**config.mk**
```make
export PLATFORM = sky130hd
export DESIGN_NAME = button_conditioner
export DESIGN_NICKNAME = d
export VERILOG_FILES = /design/src/rtl/button_conditioner.sv
export SDC_FILE = /design/constraint.sdc
export NUM_CORES = 1
export LEC_CHECK = 0
export BUFFER_PORTS_ARGS = -buffer_cell sky130_fd_sc_hd__buf_2
export CAP_MARGIN = 10
export CORE_MARGIN = 2
export CORE_UTILIZATION = 60
export CTS_BUF_LIST = sky130_fd_sc_hd__clkbuf_8
export DETAILED_ROUTE_END_ITERATION = 10
export PLACE_DENSITY_LB_ADDON = 0.2
export SLEW_MARGIN = 20
export SYNTH_ARGS = -nofsm -noshare
export SYNTH_HDL_FRONTEND = slang
export SYNTH_SLANG_ARGS = --single-unit
```
**constraint.sdc**
```tcl
create_clock -name clk -period 2.2 [get_ports clk]
set_clock_uncertainty 0.05 [all_clocks]
set_input_delay 0.44 -clock clk [delete_from_list [all_inputs] [get_ports clk]]
set_output_delay 0.44 -clock clk [all_outputs]
set_load 0.02 [all_outputs]
```
**src/rtl/button_conditioner.sv**
```systemverilog
// Button conditioner: input synchronizer, four-state debounce FSM with
// registered level and strobe outputs, and a saturating hold timer that
// raises a single long-press strobe per accepted press.
module button_conditioner #(
    parameter int SYNC_STAGES       = 2,
    parameter int DEBOUNCE_CYCLES   = 500000,
    parameter int LONG_PRESS_CYCLES = 50000000
) (
    input  logic clk,
    input  logic rst_ext,
    input  logic btn_raw,
    output logic btn_level,
    output logic press_pulse,
    output logic release_pulse,
    output logic long_press_pulse
);

    localparam int DB_W   = $clog2(DEBOUNCE_CYCLES + 1);
    localparam int HOLD_W = $clog2(LONG_PRESS_CYCLES + 1);

    // The debounce counter stops one short of the full count: the sample that
    // arrives with the counter at DB_LAST is the last of the stable run.
    localparam logic [DB_W-1:0]   DB_LAST  = DB_W'(DEBOUNCE_CYCLES - 1);
    localparam logic [DB_W-1:0]   DB_ONE   = DB_W'(1);
    localparam logic [DB_W-1:0]   DB_ZERO  = DB_W'(0);
    localparam logic [HOLD_W-1:0] HOLD_MAX = HOLD_W'(LONG_PRESS_CYCLES);
    localparam logic [HOLD_W-1:0] HOLD_ARM = HOLD_W'(LONG_PRESS_CYCLES - 1);
    localparam logic [HOLD_W-1:0] HOLD_ONE = HOLD_W'(1);
    localparam logic [HOLD_W-1:0] HOLD_ZERO = HOLD_W'(0);

    typedef enum logic [1:0] {
        IDLE         = 2'd0,
        PRESS_WAIT   = 2'd1,
        PRESSED      = 2'd2,
        RELEASE_WAIT = 2'd3
    } state_t;

    logic                   rst_meta_q;
    logic                   rst_int_q;
    logic [SYNC_STAGES-1:0] sync_q;
    logic                   btn_sync;

    state_t                 state_q,   state_d;
    logic [DB_W-1:0]        db_cnt_q,  db_cnt_d;
    logic [HOLD_W-1:0]      hold_cnt_q, hold_cnt_d;
    logic                   level_q,   level_d;
    logic                   press_q,   press_d;
    logic                   release_q, release_d;
    logic                   long_q,    long_d;

    // Reset synchronizer: assert internal reset at once, release it on the second clean edge.
    always_ff @(posedge clk or posedge rst_ext) begin
        if (rst_ext) begin
            rst_meta_q <= 1'b1;
            rst_int_q  <= 1'b1;
        end else begin
            rst_meta_q <= 1'b0;
            rst_int_q  <= rst_meta_q;
        end
    end

    // Metastability chain: the only logic that ever looks at btn_raw.
    always_ff @(posedge clk or posedge rst_int_q) begin
        if (rst_int_q) begin
            sync_q <= {SYNC_STAGES{1'b0}};
        end else begin
            sync_q <= {sync_q[SYNC_STAGES-2:0], btn_raw};
        end
    end

    assign btn_sync = sync_q[SYNC_STAGES-1];

    // State, counters and registered outputs.
    always_ff @(posedge clk or posedge rst_int_q) begin
        if (rst_int_q) begin
            state_q    <= IDLE;
            db_cnt_q   <= DB_ZERO;
            hold_cnt_q <= HOLD_ZERO;
            level_q    <= 1'b0;
            press_q    <= 1'b0;
            release_q  <= 1'b0;
            long_q     <= 1'b0;
        end else begin
            state_q    <= state_d;
            db_cnt_q   <= db_cnt_d;
            hold_cnt_q <= hold_cnt_d;
            level_q    <= level_d;
            press_q    <= press_d;
            release_q  <= release_d;
            long_q     <= long_d;
        end
    end

    // Next-state logic: debounce transitions plus the hold timer that keeps
    // running across release bounces while the button is logically down.
    always_comb begin
        state_d    = state_q;
        db_cnt_d   = db_cnt_q;
        hold_cnt_d = hold_cnt_q;
        level_d    = level_q;
        press_d    = 1'b0;
        release_d  = 1'b0;
        long_d     = 1'b0;

        if ((state_q == PRESSED) || (state_q == RELEASE_WAIT)) begin
            if (hold_cnt_q != HOLD_MAX) begin
                hold_cnt_d = hold_cnt_q + HOLD_ONE;
            end else begin
                hold_cnt_d = hold_cnt_q;
            end
            if (hold_cnt_q == HOLD_ARM) begin
                long_d = 1'b1;
            end else begin
                long_d = 1'b0;
            end
        end else begin
            hold_cnt_d = hold_cnt_q;
        end

        case (state_q)
            IDLE: begin
                if (btn_sync) begin
                    state_d  = PRESS_WAIT;
                    db_cnt_d = DB_ZERO;
                end else begin
                    state_d  = IDLE;
                end
            end
            PRESS_WAIT: begin
                if (!btn_sync) begin
                    state_d = IDLE;
                end else if (db_cnt_q == DB_LAST) begin
                    state_d    = PRESSED;
                    level_d    = 1'b1;
                    press_d    = 1'b1;
                    hold_cnt_d = HOLD_ZERO;
                end else begin
                    db_cnt_d = db_cnt_q + DB_ONE;
                end
            end
            PRESSED: begin
                if (!btn_sync) begin
                    state_d  = RELEASE_WAIT;
                    db_cnt_d = DB_ZERO;
                end else begin
                    state_d  = PRESSED;
                end
            end
            RELEASE_WAIT: begin
                if (btn_sync) begin
                    state_d = PRESSED;
                end else if (db_cnt_q == DB_LAST) begin
                    state_d   = IDLE;
                    level_d   = 1'b0;
                    release_d = 1'b1;
                end else begin
                    db_cnt_d = db_cnt_q + DB_ONE;
                end
            end
            default: begin
                state_d = IDLE;
                level_d = 1'b0;
            end
        endcase
    end

    assign btn_level        = level_q;
    assign press_pulse      = press_q;
    assign release_pulse    = release_q;
    assign long_press_pulse = long_q;

endmodule

```
* Yosys cells after proc, flatten, opt, wreduce, memory -nomap -nowiden
Cells that the tools add are included.
W data, S select, Z words.
** Word-level totals
- Flip-flop bits (word level) :: 55
- Logic and storage cells :: 62
- Bits of input ports :: 3
** Operators by class
- Mux-type cells :: 30
- Reductions and logical operators :: 6
- Add/sub/neg operators :: 2
- Equality and inequality tests :: 14
** Operators with widths (count)
- $mux W26 :: 5
- $mux W19 :: 5
- $pmux W19 S4 :: 1
- $add A26 B1 Y26 const B :: 1
- $eq A26 B26 Y1 const B :: 1
- $ne A26 B26 Y1 const B :: 1
- $add A19 B1 Y19 const B :: 1
- $eq A19 B19 Y1 const B :: 1
- $mux W1 :: 13
- $ne A2 B2 Y1 const B :: 5
- $mux W2 :: 4
- $pmux W2 S4 :: 1
- $reduce_and A5 Y1 :: 1
- $eq A2 B2 Y1 const B :: 2
- $reduce_and A4 Y1 :: 1
- $ne A3 B2 Y1 const B :: 1
- $ne A3 B3 Y1 const B :: 1
- $eq A2 B1 Y1 const B :: 1
- $logic_not A2 Y1 :: 1
- $ne A2 B1 Y1 const B :: 1
- $pmux W1 S2 :: 1
- $reduce_and A2 Y1 :: 1
- $reduce_bool A2 Y1 :: 1
- $logic_or A1 B1 Y1 :: 1

* Longest topological paths before layout
Gate-level depths: netlist of the first run.
- Word-level depth :: 6
- Gate-level depth with buffers :: 7
- Gate-level depth less buffers :: 7

* Worst setup path after synthesis of the first run
Ideal clock, no wire load.
- Path kind :: register -> register
- Start :: reg db_cnt_q[6]
- End :: reg hold_cnt_q[6]
- Setup slack :: 0.254 ns
- Arrival time :: 1.777 ns
- Stages on the path, launching flop included :: 7
- Library setup time :: 0.119 ns
- Buffers on the path :: 1
- Period minus slack after synthesis :: 1.946 ns
- Path through :: dfrtp_1 > or4_4 > nor4b_2 > nand3_1 > nor3b_4 > buf_6 > nor2_1
** Between the ends
- Longest elaborated chain between the ends :: 4
** Ends and longest elaborated chain
- start: declaration :: RTL line 44 : logic [DB_W-1:0] db_cnt_q, db_cnt_d;
- start signal: assignment :: RTL line 85 : db_cnt_q <= db_cnt_d;
- $eq A19 B19 Y1 :: RTL line 132 : end else if (db_cnt_q == DB_LAST) begin
- $mux W26 :: RTL line 132
- $mux W26 :: RTL line 130 : if (!btn_sync) begin
- $mux W26 :: RTL line 120 : case (state_q)
- via hold_cnt_d[6] :: RTL line 45 : logic [HOLD_W-1:0] hold_cnt_q, hold_cnt_d;
- end signal: assignment :: RTL line 86 : hold_cnt_q <= hold_cnt_d;
- end: declaration :: RTL line 45
The timed path passes the listed nets, and every way through them passes these cells.
A chain may end at the register's enable or synchronous reset.

* Worst setup path after layout of the first run
- Start :: reg db_cnt_q[11]
- End :: reg level_q (netlist: btn_level)
** Between the ends
- Longest elaborated chain between the ends :: 3
** Ends and longest elaborated chain
- $eq A19 B19 Y1 (*) :: RTL line 132, 152
- $ne A2 B2 Y1 (no line) / $ne A2 B1 Y1 (equally long branches)
- $reduce_and A5 Y1 (no line) (*)
- end signal: assignment :: RTL line 87 : level_q <= level_d;
- end: declaration :: RTL line 46 : logic level_q, level_d;
Every way passes the cells marked *; elsewhere a longest branch is shown, timed or not.

==> impl_results.md, run 1 <==
- Max incr delay on CP: 0.54 ns
- Startpoint types: register
- Setup Total Neg Slack: 0 ns
- GR Util All Layers: 0.2238
- Hold buffer count at CTS: 0
- First-pass GRT wire length: 9211 um
- Final antenna-violating net count: 0
- Post-synth EDFFs: 0
- CP max-delay cell: or4_4
- Initial antenna violation count: 0
- Largest net degree at the start of global routing: 45
- Hpwl dp: 3570 um
- Drt pass-1 iters: 4
- CP required: 2.35 ns
- HP Class: in -> async
- Final period util: 0.9328
- Avg Inst Size Synth: ~9.7 sq um
- Power per Cell Area: 586.3 nW/um^2
- Num CTS Buffers: 5
- Total vias in the final route: a little over 2000
- Reg clk slew, reported paths: 0.09 ns
- Main flop type after synthesis: dfrtp_1
- Layout cells sized above 1: 0.1078
- Crit path max-delay family: simple AND/OR/NAND/NOR gates
- CTS H-tree depth: 2
- Core Area: 4414 sq um
- Post-layout net count: around 310
- Leak: about 1.4 nW
- Crit-path cells: or4_4 -> nor2_1 -> and2_1 -> buf_4 -> mux2i_1 -> nand2_1
- Unique masters post-synth: 41
- Net Count, Synth: 294
- DR vias/cell: roughly 5.8
- Asr flop ratio synth: 1.000
- Die X: 72.21 um
- Share of the synthesized area in the top cell type: 0.4751
- Die area: 5214 sq um
- Skew-Pair Late Insertion Delay: 0.31 ns
- Area leader, netlist: dfrtp_1
- Initial core utilization: 0.6324
- Synthesized netlist cell count: 288
- Number of global-route vias before repair: around 2000
- DIE HEIGHT: 72.21 um
- WL final: 5196 um
- Seq/Total Area, Yosys: 0.4939
- Yosys warns: 0
- Post-CTS Setup Bufs: 0
- Final hold vios: 0
- Routed length per placed instance: 14.51 um
- Actual slew at the worst max-slew pin: about 0.80 ns
- CP Capture Type: register
- Port-buffer cells: 6
- Antenna cells: 0
- DRT iter0 DRCs: between 200 and 250
- GRT overflow: 0
- Yosys reg bits: 55
- Power, Total: 1.798 mW
- Most instantiated cells after synthesis: 53 x dfrtp_1, 38 x nor2_1, 24 x nand2_1
- Max-cap violation count: 0
- Max Clock Freq: ~490 MHz
- RePlAce Congestion: 0.8060
- FP Rows: 24
- Max Transition Viols Final: 0
- Maximum clock path buffer count: 2
- Post-cts sizing count: 0
- Fin crit period: 2.052 ns
- Critical Path AT: between 2 and 2.5 ns
- Relative slew margins: 0.4629
- Result of the run: finished, final reports clean
- FILL cells: 358
- Critical path type: reg -> reg
- DRC errors left: 0
- IO Count: 7
- Clk sinks: 55
- Top cells by area, synth: dfrtp_1 48%, xor2_1 5.6%, nor2_1 5.1%
- Worst VDD drop: ~0.44 mV
- CTS Root Cell: clkbuf_8
- Reg2Reg Setup Slack: 0.15 ns
- Worst Path Buf+Inv: 1
- Final setup viols: 0
- Max FO, Critical Path: 9
- P&R area growth vs syn: 9.861%
- RSZ-0062 raised after global routing: no
- Post-Syn Area: 2791 sq um
- TritonCTS clock tree: yes
- Most common cell in the netlist: dfrtp_1
==> cells by family (layout without fill, tap and decap cells) <==
family                     count (synthesis)  after routing  share of synthesized area
and+or+nand+nor                          148            148                     0.2896
muxes                                      3              3                    0.01121
adders and majority gates                  3              3                    0.01345
xor gates and xnor gates                  33             33                     0.1035
DFF                                       55             55                     0.4939
buffers and inverters                     20             38                    0.03362
AOI/OAI and AO/OA                         25             25                    0.05334
other                                      1              1                   0.001343
==> metrics by stage <==
stage               hold slack (ns)  instance area [sq um]  instances  utilization  setup WS (ns)
floorplan                    0.2812                   2791        288            -         0.2541
finish                      0.08377                   3067        358       0.6947         0.1477
global placement             0.1167                   2949        350       0.6681         0.1891
detailed placement           0.1197                   2949        350       0.6681         0.1646
CTS                         0.07710                   3067        358       0.6947         0.1318
global route                0.09014                   3067        358       0.6947        0.05588
==> cell type report <==
class                   count  area (sq um)  area share
clock buffers               6         82.58     0.02693
multi-input cells         213          1319      0.4300
clock inverters             2         35.03     0.01142
flip-flops and latches     55          1379      0.4496
repair buffers             17         137.6     0.04488
inverters                  13         48.80     0.01591
well taps                  52         65.06     0.02122
==> flip-flops by register name, indices dropped and copies added (netlist names), named ones only <==
register          count
press_pulse           1
sync_q                2
release_pulse         1
hold_cnt_q           26
rst_int_q             1
db_cnt_q             19
rst_meta_q            1
state_q               1
btn_level             1
long_press_pulse      1
==> metal layers <==
metal,routed length [um],GRT usage,vias to the layer above
met5,0,0,-
met1,2613,0.3272,1014
met4,63,0.06289,0
met3,149,0.04167,7
met2,2369,0.3445,30
li1,-,-,1027
==> path summary, 6_finish.rpt <==
kind                                    from       endpoint  cells after the start
worst max-delay path            db_cnt_q[11]      btn_level                      6
worst min-delay path                 rst_ext     rst_meta_q                      2
worst max register to register  db_cnt_q[11]      btn_level                      6
worst min register to register     rst_int_q    press_pulse                      1
max in group asynchronous          rst_int_q  hold_cnt_q[1]                      2
min in group clk                     btn_raw      sync_q[0]                      1
==> placed cells by master, fill, tap and decap left out, types with 2 or more instances in the layout <==
| cell type | instances |
|---|---|
| and4_1 | 2 |
| or4_1 | 2 |
| nor2_1 | 38 |
| nor4_1 | 3 |
| o21ai_0 | 10 |
| and3_1 | 7 |
| nand2b_1 | 4 |
| ha_1 | 3 |
| nor2b_1 | 2 |
| and2_1 | 3 |
| nor3_1 | 10 |
| mux2i_1 | 2 |
| xnor2_1 | 15 |
| nor3b_1 | 4 |
| dfstp_2 | 2 |
| nand2_1 | 24 |
| or3_1 | 5 |
| clkbuf_8 | 6 |
| nand3_1 | 21 |
| inv_1 | 12 |
| a21oi_1 | 6 |
| o31ai_1 | 4 |
| o211ai_1 | 3 |
| nor4b_1 | 2 |
| buf_12 | 2 |
| buf_2 | 6 |
| nand4_1 | 13 |
| xor2_1 | 18 |
| buf_4 | 9 |
| dfrtp_1 | 53 |
==> report_power, final <==
part	leakage, nW	internal [mW]	total [mW]	switching [mW]
clock	0.0612	0.369	0.688	0.319
combinational	0.567	0.0234	0.0662	0.0428
sequential	0.752	1.03	1.04	0.0175
Note: power is estimated with default switching activity, not from simulation.
==> run 2: changes to the inputs <==
==> constraint.sdc (replaced) <==
create_clock -name clk -period 2.2 [get_ports clk]
set_clock_uncertainty 0.05 [all_clocks]
set_input_delay 0.11 -clock clk [delete_from_list [all_inputs] [get_ports clk]]
set_output_delay 0.11 -clock clk [all_outputs]
set_load 0.02 [all_outputs]
==> impl_results.md, run 2 (synthesis results as in run 1) <==
- Max Transition Viols Final: 0
- Reg2Reg Setup Slack: 0.14 ns
- DP Worst Slack: roughly 0.16 ns
- Post-layout net count: between 300 and 400
- Final antenna-violating net count: 0
- Total vias in the final route: 2074
- Relative slew margins: 0.4767
- Final instance area: just over 3000 sq um
- CP Capture Type: register
- TritonCTS clock tree: yes
- Max-cap violation count: 0
- RSZ-0062 raised after global routing: no
- GRT overflow: 0
- Fin crit period: between 2 and 2.5 ns
- Number of global-route vias before repair: 2040
- Num CTS Buffers: 5
- Maximum clock path buffer count: 2
- R2R depth: 6
- WL final: about 5200 um
- Hold slack final: 0.1197 ns
- GR Util All Layers: 0.2244
- PnR worst setup slack: around 0.14 ns
- Final hold vios: 0
- Post-CTS Setup Bufs: 0
- Crit-path cells: or4_4 -> nor2_1 -> and2_1 -> buf_4 -> mux2i_1 -> nand2_1
- DRT iter0 DRCs: 212
- Power per Cell Area: 583.4 nW/um^2
- Final period util: 0.9382
- Die area: about 5200 sq um
- Clk sinks: 55
- Antenna cells: 0
- Layout cells sized above 1: 0.1071
- Worst VDD drop: roughly 0.44 mV
- First-pass GRT wire length: 9239 um
- Setup Total Neg Slack: 0 ns
- Power, Total: around 1.8 mW
- Critical Path AT: ~2.2 ns
- Max Clock Freq: 484.5 MHz
- CP required: around 2.4 ns
- Actual slew at the worst max-slew pin: about 0.78 ns
- Max FO, Critical Path: 9
- HP Class: reg -> async
- FILL cells: 355
- CTS Root Cell: clkbuf_8
- Initial antenna violation count: 0
- RR Endpoint: btn_level
- Initial core utilization: 0.6324
- Top Registers: hold_cnt_q x26, db_cnt_q x19, sync_q x2
- Biggest register: hold_cnt_q
- Post-cts sizing count: 0
- Skew-Pair Late Insertion Delay: 0.31 ns
- RePlAce Congestion: 0.8060
- DRC errors left: 0
- Startpoint types: register
- Core Area: between 4000 and 5000 sq um
- Routed length per placed instance: about 14 um
- CTS H-tree depth: 2
- P&R area growth vs syn: 10.58%
- Post-placement cell count: between 300 and 400
- Worst r2r src: db_cnt_q[11]
- FP Rows: 24
- Drt pass-1 iters: 4
- Max reg flops: 26
- Die X: 72.21 um
- Non-Filler Instances: 360
- Hold buffer count at CTS: 2
- Most frequent cells in the layout: 53 x dfrtp_1, 38 x nor2_1, 24 x nand2_1
- Critical path type: reg -> reg
- Leak: 1.389 nW
- Max incr delay on CP: 0.54 ns
- Commonest non-fill, non-tap cell in the layout: dfrtp_1
- DIE HEIGHT: between 70 and 80 um
- Final core utilization: 0.6993
- Hpwl dp: 3570 um
- Largest net degree at the start of global routing: between 40 and 50
- Final setup viols: 0
- DR vias/cell: around 5.8
- CP max-delay cell: or4_4
- Result of the run: finished, final reports clean
- Reg clk slew, reported paths: 0.09 ns
- IO Count: 7
- Port-buffer cells: 6
- Cell area after placement: 2949 sq um
## run 2: cell count changes in the layout (fill, tap and decap cells not counted), sizes merged
cell and delta:
dlygate4sd3 +2
## run 2: worst max-delay path by stage
| stage | start | end | slack [ns] | cells after the start |
|---|---|---|---|---|
| 6_report | db_cnt_q[11] | btn_level | 0.14 | 6 |
| 5_1_grt | sync_q[1] | db_cnt_q[17] | 0.06 | 5 |
| 4_1_cts | db_cnt_q[11] | btn_level | 0.13 | 6 |
| 3_5_place_dp | db_cnt_q[11] | hold_cnt_q[10] | 0.16 | 6 |
| 3_3_place_gp | db_cnt_q[11] | hold_cnt_q[18] | 0.19 | 6 |
| 2_1_floorplan | db_cnt_q[6] | hold_cnt_q[6] | 0.25 | 6 |
## run 2: area by class of cell
type                            count  area (sq um)  share of cell area
Multi-Input combinational cell    213          1319              0.4272
Clock buffer                        6         82.58             0.02675
Clock inverter                      2         35.03             0.01135
Sequential cell                    55          1379              0.4467
Inverter                           13         48.80             0.01581
Tap cell                           52         65.06             0.02108
Timing Repair Buffer               19         157.7             0.05107
## run 2: layer usage
layer,track usage,part of all wire,routed length (um),up-vias
met3,0.04167,0.031,161,7
met4,0.06289,0.012,63,0
li1,-,-,-,1031
met1,0.3272,0.51,2628,1009
met2,0.3466,0.45,2348,27
met5,0,0,0,-
## run 2: power breakdown
part / leakage, nW / switching [mW] / internal, mW
combinational: 0.576 / 0.0431 / 0.0257
sequential: 0.752 / 0.0177 / 1.03
clock: 0.0612 / 0.319 / 0.369
## run 2: worst max-delay path: cells and delay by family (launching register included)
family / cells / cell delay [ns]
simple gates: 4 / 1.08
flops: 1 / 0.43
mux: 1 / 0.20
buf+inv: 1 / 0.19
